[src/rtl/rotabit_pkg.sv]
// Shared definitions for the rotating-bit receive path: default sizing, FSM states
// and the rotation helper.
package rotabit_pkg;

    localparam int unsigned DEF_WIDTH      = 16;
    localparam int unsigned DEF_MISS_LIMIT = 3;

    typedef enum logic [1:0] {
        IDLE,
        READY,
        SCAN,
        REPORT
    } state_t;

    function automatic logic [DEF_WIDTH-1:0] rotr(input logic [DEF_WIDTH-1:0] word,
                                                   input int unsigned          n);
        int unsigned s;
        s = n % DEF_WIDTH;
        return (word >> s) | (word << (DEF_WIDTH - s));
    endfunction

endpackage

[src/rtl/rotabit_lock_tracker.sv]
// Lock tracker: watches successive decode reports and declares lock when the source
// advances by exactly one rotation step per word.
module rotabit_lock_tracker
    import rotabit_pkg::*;
#(
    parameter int unsigned WIDTH      = DEF_WIDTH,
    parameter int unsigned MISS_LIMIT = DEF_MISS_LIMIT,
    parameter int unsigned OW         = $clog2(WIDTH)
) (
    input  logic          clk,
    input  logic          rst,
    input  logic          clear,
    input  logic          report,
    input  logic [OW-1:0] offset,
    input  logic          match,
    output logic          locked
);

    localparam int unsigned MW = $clog2(MISS_LIMIT + 1);

    logic [OW-1:0] prev_off;
    logic          prev_valid;
    logic [1:0]    hits;
    logic [MW-1:0] misses;
    logic [OW-1:0] next_off;
    logic          hit;

    // Expected successor offset wraps from WIDTH-1 back to 0.
    assign next_off = (prev_off == OW'(WIDTH - 1)) ? '0 : prev_off + OW'(1);
    assign hit      = match && prev_valid && (offset == next_off);

    always_ff @(posedge clk) begin
        if (rst || clear) begin
            prev_off   <= '0;
            prev_valid <= 1'b0;
            hits       <= '0;
            misses     <= '0;
            locked     <= 1'b0;
        end else if (report) begin
            prev_off   <= offset;
            prev_valid <= match;
            if (!locked) begin
                if (!hit) begin
                    hits <= '0;
                end else if (hits == 2'd1) begin
                    hits   <= 2'd2;
                    locked <= 1'b1;
                    misses <= '0;
                end else begin
                    hits <= hits + 2'd1;
                end
            end else begin
                if (hit) begin
                    misses <= '0;
                end else if (misses == MW'(MISS_LIMIT - 1)) begin
                    locked <= 1'b0;
                    hits   <= '0;
                    misses <= '0;
                end else begin
                    misses <= misses + MW'(1);
                end
            end
        end
    end

endmodule

[src/rtl/rotabit_derotator.sv]
// Receive-side derotator: finds the left-rotation between an accepted word and the
// stored reference by rotating the word right one step per cycle.
module rotabit_derotator
    import rotabit_pkg::*;
#(
    parameter int unsigned WIDTH      = DEF_WIDTH,
    parameter int unsigned MISS_LIMIT = DEF_MISS_LIMIT,
    parameter int unsigned OW         = $clog2(WIDTH)
) (
    input  logic             clk,
    input  logic             rst,
    input  logic             ref_load,
    input  logic [WIDTH-1:0] ref_word,
    input  logic             in_valid,
    output logic             in_ready,
    input  logic [WIDTH-1:0] in_word,
    output logic             out_valid,
    output logic [OW-1:0]    out_offset,
    output logic             out_match,
    output logic             locked
);

    state_t           state;
    state_t           state_nx;
    logic [WIDTH-1:0] ref_q;
    logic [WIDTH-1:0] sh;
    logic [OW-1:0]    k;
    logic             cmp_hit;
    logic             last_k;
    logic             accept;
    logic             finish;

    assign cmp_hit = (sh == ref_q);
    assign last_k  = (k == OW'(WIDTH - 1));
    assign accept  = (state == READY) && in_valid && !ref_load;
    assign finish  = (state == SCAN) && (state_nx == REPORT);

    always_comb begin
        state_nx = state;
        case (state)
            IDLE:    if (ref_load) state_nx = READY;
            READY:   if (ref_load) state_nx = READY;
                     else if (in_valid) state_nx = SCAN;
            SCAN:    if (ref_load) state_nx = READY;
                     else if (cmp_hit || last_k) state_nx = REPORT;
            REPORT:  state_nx = READY;
            default: state_nx = IDLE;
        endcase
    end

    // Outputs are registered from the next-state decision so they line up with the state.
    always_ff @(posedge clk) begin
        if (rst) begin
            state      <= IDLE;
            ref_q      <= '0;
            sh         <= '0;
            k          <= '0;
            in_ready   <= 1'b0;
            out_valid  <= 1'b0;
            out_offset <= '0;
            out_match  <= 1'b0;
        end else begin
            state     <= state_nx;
            in_ready  <= (state_nx == READY);
            out_valid <= finish;
            if (ref_load) begin
                ref_q <= ref_word;
            end
            if (accept) begin
                sh <= in_word;
                k  <= '0;
            end else if (state == SCAN && !cmp_hit) begin
                sh <= {sh[0], sh[WIDTH-1:1]};
                k  <= k + OW'(1);
            end
            if (finish) begin
                out_match  <= cmp_hit;
                out_offset <= cmp_hit ? k : '0;
            end
        end
    end

    rotabit_lock_tracker #(
        .WIDTH      (WIDTH),
        .MISS_LIMIT (MISS_LIMIT),
        .OW         (OW)
    ) u_tracker (
        .clk    (clk),
        .rst    (rst),
        .clear  (ref_load),
        .report (out_valid),
        .offset (out_offset),
        .match  (out_match),
        .locked (locked)
    );

endmodule

[config.mk]
export PLATFORM = sky130hd
export DESIGN_NAME = rotabit_derotator
export DESIGN_NICKNAME = d
export VERILOG_FILES = /design/src/rtl/rotabit_pkg.sv /design/src/rtl/rotabit_lock_tracker.sv /design/src/rtl/rotabit_derotator.sv
export SDC_FILE = /design/constraint.sdc
export NUM_CORES = 1
export LEC_CHECK = 0
export CAP_MARGIN = 20
export CORE_ASPECT_RATIO = 0.5
export CORE_MARGIN = 4
export CORE_UTILIZATION = 26
export CTS_CLUSTER_DIAMETER = 60
export DETAILED_ROUTE_END_ITERATION = 7
export SLEW_MARGIN = 20
export SYNTH_ARGS = -nofsm -noshare
export SYNTH_HDL_FRONTEND = slang
export SYNTH_SLANG_ARGS = --single-unit
[constraint.sdc]
create_clock -name clk -period 1.9 [get_ports clk]
set_input_delay 0.57 -clock clk [delete_from_list [all_inputs] [get_ports clk]]
set_output_delay 0.57 -clock clk [all_outputs]
set_load 0.005 [all_outputs]
==> results.yml, run 1 <==
layout:
  stdcell_area_mm2: 0.00365
  fin_util: 0.351
  nets: 379
  drive_above_1_share: 0.144
  final_cells: 480
  syn2layout_area_growth_pct: 29.3
  insertedDiodeCount: 0
  fillers: 1084
logic_synthesis:
  synth.yosys.warnings: 0
  ys_ff_latch: 55
  synthSimpleGateAreaFrac: 0.235
  synth.distinct_cells: 51
  syn_nets: 336
  synth_mux_area_frac: 0.0744
  synth-compound-area-share: 0.173
  synth_top_family_by_area: "simple AND/OR/NAND/NOR gates"
  synth_xor_xnor_area_share: 0.0669
  yosysSeqAreaShare: 0.390
  syn_area_mm2: 0.00282
  netlist_instances: 297
  yosys.area_share.adder: 0.0133
  postSynth.asyncResetShare: 0
  ys.flop_type: "dfxtp_1"
  synth_edf_count: 0
  avgSynthCellArea_um2: 9.51
die:
  die_y_um: 81.7
  std_cell_rows: 26
  io_pins: 44
  coreArea_mm2: 0.0104
  start_util: 0.271
  die_x_um: 155
  die_area_mm2: 0.0127
setup_path:
  setup.worst_path.class: "reg2reg"
  startpoint: "sh[15]"
  startpoint_type: "register"
  cp_slowest_stage_delay_ns: 0.43
  cp.required_ns: 2.10
  crit_family: "simple AND/OR/NAND/NOR gates"
  arrival_ns: 2.07
  crit_slowest_cell: "nor4_4"
  path_buf_inv: 0
  critPathMaxFanout: 6
  path_cells: "xor2_1 > nor4_4 > nand4_2 > and2_1 > a221oi_1"
  timing.rr.start: "sh[15]"
  cp-end-kind: "register"
pwr:
  cellLeakagePower_nw: 1.34
  pwr_density_cell_mw_per_mm2: 715
  power_w: 0.00261
  peakVddDrop_uv: 286
timing:
  worstMarginPinSlew_ns: 0.375
  fin_crit_ns: 1.88
  rsz0062_at_grt: "true"
  setup_viol: 0
  max_slew_margin: 0.748
  finalHoldViolCount: 0
  drv_slew: 0
  fmaxAchievable_mhz: 533
  finClkSkew_ns: 0.00520
  setup_tns_ns: 0
  period_share: 0.988
clocking:
  cts_buffers: 5
  clkTransAtPathRegs_ns: 0.07
  clock_sinks: 55
  ctsHtreeMaxLevel: 2
  clk_latency_ns: 0.29
  postCtsHoldBufs: 0
  cts_buffer_depth: 2
  cts_root_buf: "clkbuf_16"
  cts_tree: "built"
detailed_routing:
  drc: 0
  wl_per_cell_um: 14.2
  vias: 2251
  avgViaCountPerCell: 4.69
  drt_iter0_drc: 172
  ant_nets: 0
  drt_wl_total_um: 6820
  dr.pass1.iters: 4
global_routing:
  overflow: 0
  grt_max_degree: 42
  grt_pass1_vias: 2164
  grt_usage: 0.107
  antenna_found_initial: 0
  grt_pass1_wl_um: 10800
placement:
  dpl.cell_count: 471
  io_buffers: 43
  gp_congestion: 0.775
  postPlaceCellArea_mm2: 0.00345
  dp.final_hpwl_um: 4810
hold_path:
  min-delay-start: "u_tracker.hits[1]"
  min_path_type: "reg2reg"
run_status:
  status: "finished, final reports clean"
flow_run:
  drv_cap: 0
## power by group
group          switching, W  internal [W]  leakage, nW  total [W]
clock              0.000403      0.000616       0.0769    0.00102
sequential        0.0000379       0.00119        0.448    0.00123
combinational      0.000173      0.000187        0.812   0.000360
total              0.000613       0.00200         1.34    0.00261
## per-stage QoR
step	hold WS, ns	setup slack [ns]
after floorplan	0.460	0.128
after global placement	0.474	-0.119
after detailed placement	0.485	-0.145
after CTS	0.497	0.0510
after global routing	0.531	-0.0188
final	0.491	0.0227
## cells in the mapped netlist (2+ instances only)
| library cell | number | share of area |
|---|---|---|
| ha_1 | 3 | 0.013 |
| a211oi_1 | 2 | 0.0053 |
| xor2_1 | 18 | 0.056 |
| nor2b_1 | 4 | 0.0089 |
| nand3_1 | 6 | 0.011 |
| or2_1 | 2 | 0.0044 |
| clkbuf_1 | 8 | 0.011 |
| nand2_1 | 4 | 0.0053 |
| o2bb2ai_1 | 4 | 0.012 |
| nor2_1 | 61 | 0.081 |
| dfxtp_1 | 55 | 0.39 |
| buf_2 | 4 | 0.0071 |
| a2111oi_2 | 14 | 0.074 |
| o31ai_1 | 2 | 0.0053 |
| mux2i_1 | 21 | 0.074 |
| nor3_2 | 2 | 0.0071 |
| a2111oi_4 | 2 | 0.019 |
| or4_1 | 2 | 0.0053 |
| inv_1 | 5 | 0.0066 |
| and2_1 | 3 | 0.0066 |
| nor4_4 | 4 | 0.030 |
| nand2b_1 | 8 | 0.018 |
| a21oi_1 | 13 | 0.023 |
| o21ai_1 | 5 | 0.0089 |
| nor3_1 | 15 | 0.027 |
| buf_1 | 5 | 0.0066 |
## tightest hold or removal path, delay by kind of cell, from the launching register on
kind	cells	cell delay, ns
AND/OR/NAND/NOR	1	0.07
flip-flops	1	0.31
AO/OA/AOI/OAI	1	0.06
## layout make-up
cell class / instances / area [µm²] / area share
well taps: 140 / 175 / 0.0480
multi-input cells: 219 / 1630 / 0.445
flip-flops and latches: 55 / 1100 / 0.302
inverters: 5 / 18.8 / 0.00514
clock inverters: 1 / 30.0 / 0.00822
clock buffers: 6 / 129 / 0.0353
repair buffers: 54 / 571 / 0.156
## cells by family after synthesis
| kind of cell | Yosys count |
|---|---|
| mux | 21 |
| compound gates | 51 |
| buf+inv | 25 |
| flops | 55 |
| simple gates | 122 |
| xor+xnor | 20 |
| fa+ha+maj | 3 |
## cell usage in the layout (no fill, tap or decap), drive strengths merged, types with 3 or more instances in the layout
cell type / n
nand3: 6
o2bb2ai: 4
nand2: 5
a21oi: 13
mux2i: 21
ha: 3
nand2b: 8
nor2b: 4
clkbuf: 6
and2: 3
a2111oi: 16
buf: 12
nor3: 17
nor4: 5
dfxtp: 55
o21ai: 6
and4: 3
inv: 5
xor2: 18
nor2: 62
clkdlybuf4s50: 42
## flip-flops by register name, indices dropped and copies added (netlist names)
| name | count |
|---|---|
| out_offset | 4 |
| state | 2 |
| in_ready | 1 |
| u_tracker.misses | 2 |
| u_tracker.prev_valid | 1 |
| out_valid | 1 |
| u_tracker.prev_off | 4 |
| out_match | 1 |
| u_tracker.hits | 2 |
| ref_q | 16 |
| k | 4 |
| u_tracker.locked | 1 |
| sh | 16 |
## path summary, 6_finish.rpt
check / to / cells past startpoint / slack (ns)
max: state[0] / 5 / 0.02
min reg2reg: u_tracker.hits[1] / 2 / 0.49
max reg2reg: state[0] / 5 / 0.02
min: u_tracker.hits[1] / 2 / 0.49
## metal layers
layer	up-vias	GRT usage	wire (µm)
li1	1150	-	-
met2	44	0.175	3170
met3	2	0.0321	301
met5	-	0	0
met4	0	0.0341	54
met1	1055	0.137	3300
## what timing repair did
item,CTS,global route
setup endpoints to repair,1,12
setup buffers,0,0
pin swaps,0,2
gates cloned,0,2
gates resized for setup,1,3
No activity file was read; power rests on OpenSTA's default activity.
==> run 2: changes to the inputs <==
- ABC_CLOCK_PERIOD_IN_PS: not set -> 2300
- clock period: 1.9 -> 2.3 ns (I/O delays scaled with it)
==> results.yml, run 2 (synthesized netlist as in run 1, its figures left out) <==
run_status:
  status: "finished, final reports clean"
clocking:
  cts_root_buf: "clkbuf_16"
  cts_buffers: 5
  clock_sinks: 55
  cts-resized-gates: 0
  cts_tree: "built"
  cts_buffer_depth: 2
  postCtsHoldBufs: 0
  clk_latency_ns: 0.30
  cts_setup_buffers: 0
  ctsHtreeMaxLevel: 2
  clkTransAtPathRegs_ns: 0.07
hold_path:
  min_to: "u_tracker.hits[1]"
  hold_depth: 2
  min_path_type: "reg2reg"
  min-delay-start: "u_tracker.hits[1]"
setup_path:
  cp-end-kind: "output pin"
  cp_slowest_stage_delay_ns: 0.57
  path_buf_inv: 1
  r2r_end: "sh[3]"
  timing.rr.start: "sh[11]"
  critPathMaxFanout: 10
  startpoint_type: "register"
  cp.required_ns: 1.61
  rr_worst_depth: 6
  arrival_ns: 1.37
  crit_slowest_cell: "clkdlybuf4s50_1"
  crit_family: "buffers and inverters"
  setup.worst_path.class: "reg2out"
  regToRegSetupSlack_ns: 0.44
  path_cells: "clkdlybuf4s50_1"
flow_run:
  drv_cap: 0
pwr:
  peakVddDrop_uv: 280
  power.net_switching_w: 0.000518
  swShare: 0.252
  clkPwrFrac: 0.374
  seqPwrFrac: 0.493
  cellLeakagePower_nw: 1.30
  internal_power_w: 0.00154
  combPwrFrac: 0.133
  pwr_density_cell_mw_per_mm2: 580
timing:
  finClkSkew_ns: 0.0105
  setup_tns_ns: 0
  rsz0062_at_grt: "false"
  setup_viol: 0
  fmaxAchievable_mhz: 485
  worstMarginPinSlew_ns: 0.561
  period_share: 0.896
  fin_crit_ns: 2.06
  finalHoldViolCount: 0
  drv_slew: 0
  max_slew_margin: 0.626
detailed_routing:
  drt_wl_total_um: 6550
  route.met3.wl_um: 335
  wl_met2_um: 2980
  drt_iter0_drc: 172
  ant_nets: 0
  vias: 2248
  wl_per_cell_um: 13.7
  top_layer_used: "met4"
  avgViaCountPerCell: 4.71
  dr.pass1.iters: 5
  met1_length_um: 3130
  drc: 0
die:
  die_y_um: 81.7
  coreArea_mm2: 0.0104
  io_pins: 44
  die_area_mm2: 0.0127
  start_util: 0.271
  die_x_um: 155
  std_cell_rows: 26
layout:
  drive_above_1_share: 0.128
  syn2layout_area_growth_pct: 25.7
  nets: 375
  final_cell_mix: "nor2_1, dfxtp_1, clkdlybuf4s50_1, mux2i_1, xor2_1"
  insertedDiodeCount: 0
  top_regs: "ref_q (16), sh (16)"
  final_cells: 477
  final_common_cell: "nor2_1"
placement:
  dp.final_hpwl_um: 4760
  gp_congestion: 0.809
  io_buffers: 43
  dpl.cell_count: 469
global_routing:
  overflow: 0
  grt_pass1_vias: 2102
  grt_pass1_wl_um: 10600
  antenna_found_initial: 0
  grt_max_degree: 42
  grt_usage: 0.106
==> run 2: cell types whose count changed in the layout (fill, tap and decap cells not counted) <==
| cell | before | now |
|---|---|---|
| buf_4 | 6 | 7 |
| clkinv_4 | 0 | 2 |
| bufinv_16 | 1 | 0 |
| xor2_2 | 2 | 0 |
| xor2_1 | 16 | 18 |
| and4_2 | 1 | 0 |
| buf_12 | 5 | 2 |
| and4_4 | 2 | 1 |
| dfxtp_1 | 54 | 55 |
| dfxtp_2 | 1 | 0 |
==> run 2: final cells by class <==
type                       instances  area [µm²]
sequential                        55        1100
fill                            1061        6860
tap                              140         175
clock inverter                     2        17.5
inverter                           5        18.8
timing repair buffer              52         518
multi-input combinational        217        1590
clock buffer                       6         129
==> run 2: per-layer routing <==
| metal | GRT usage | vias up |
|---|---|---|
| met3 | 0.0342 | 8 |
| met2 | 0.167 | 40 |
| met5 | 0 | - |
| met4 | 0.0393 | 0 |
| met1 | 0.139 | 1061 |
| li1 | - | 1139 |
==> run 2: stage by stage <==
stage	util	total power (W)	worst slack (ns)	cell area, µm²	hold WS (ns)
after floorplan	-	0.00121	0.408	2820	0.460
after global placement	0.327	0.00131	0.130	3400	0.475
after detailed placement	0.327	0.00132	0.113	3400	0.481
after CTS	0.341	0.00209	0.238	3550	0.491
after global routing	0.341	0.00216	0.174	3550	0.528
final	0.341	0.00206	0.239	3550	0.492
==> run 2: worst max-delay path by stage <==
stage          depth (start not counted)  slack (ns)             start  endpoint
6_report                               1        0.24  u_tracker.locked    locked
5_1_grt                                1        0.17  u_tracker.locked    locked
4_1_cts                                1        0.24  u_tracker.locked    locked
3_5_place_dp                           6        0.11          in_valid     sh[9]
3_3_place_gp                           6        0.13          in_valid     sh[3]
2_1_floorplan                          6        0.41          ref_load    sh[15]
==> run 2: power by group through the flow <==
stage | Clock [W] | Combinational, W | Sequential, W
2_1_floorplan | 0 | 0.000185 | 0.00103
3_3_place_gp | 0 | 0.000273 | 0.00104
3_5_place_dp | 0 | 0.000277 | 0.00104
4_1_cts | 0.000796 | 0.000278 | 0.00102
5_1_grt | 0.000838 | 0.000300 | 0.00102
6_report | 0.000769 | 0.000274 | 0.00102
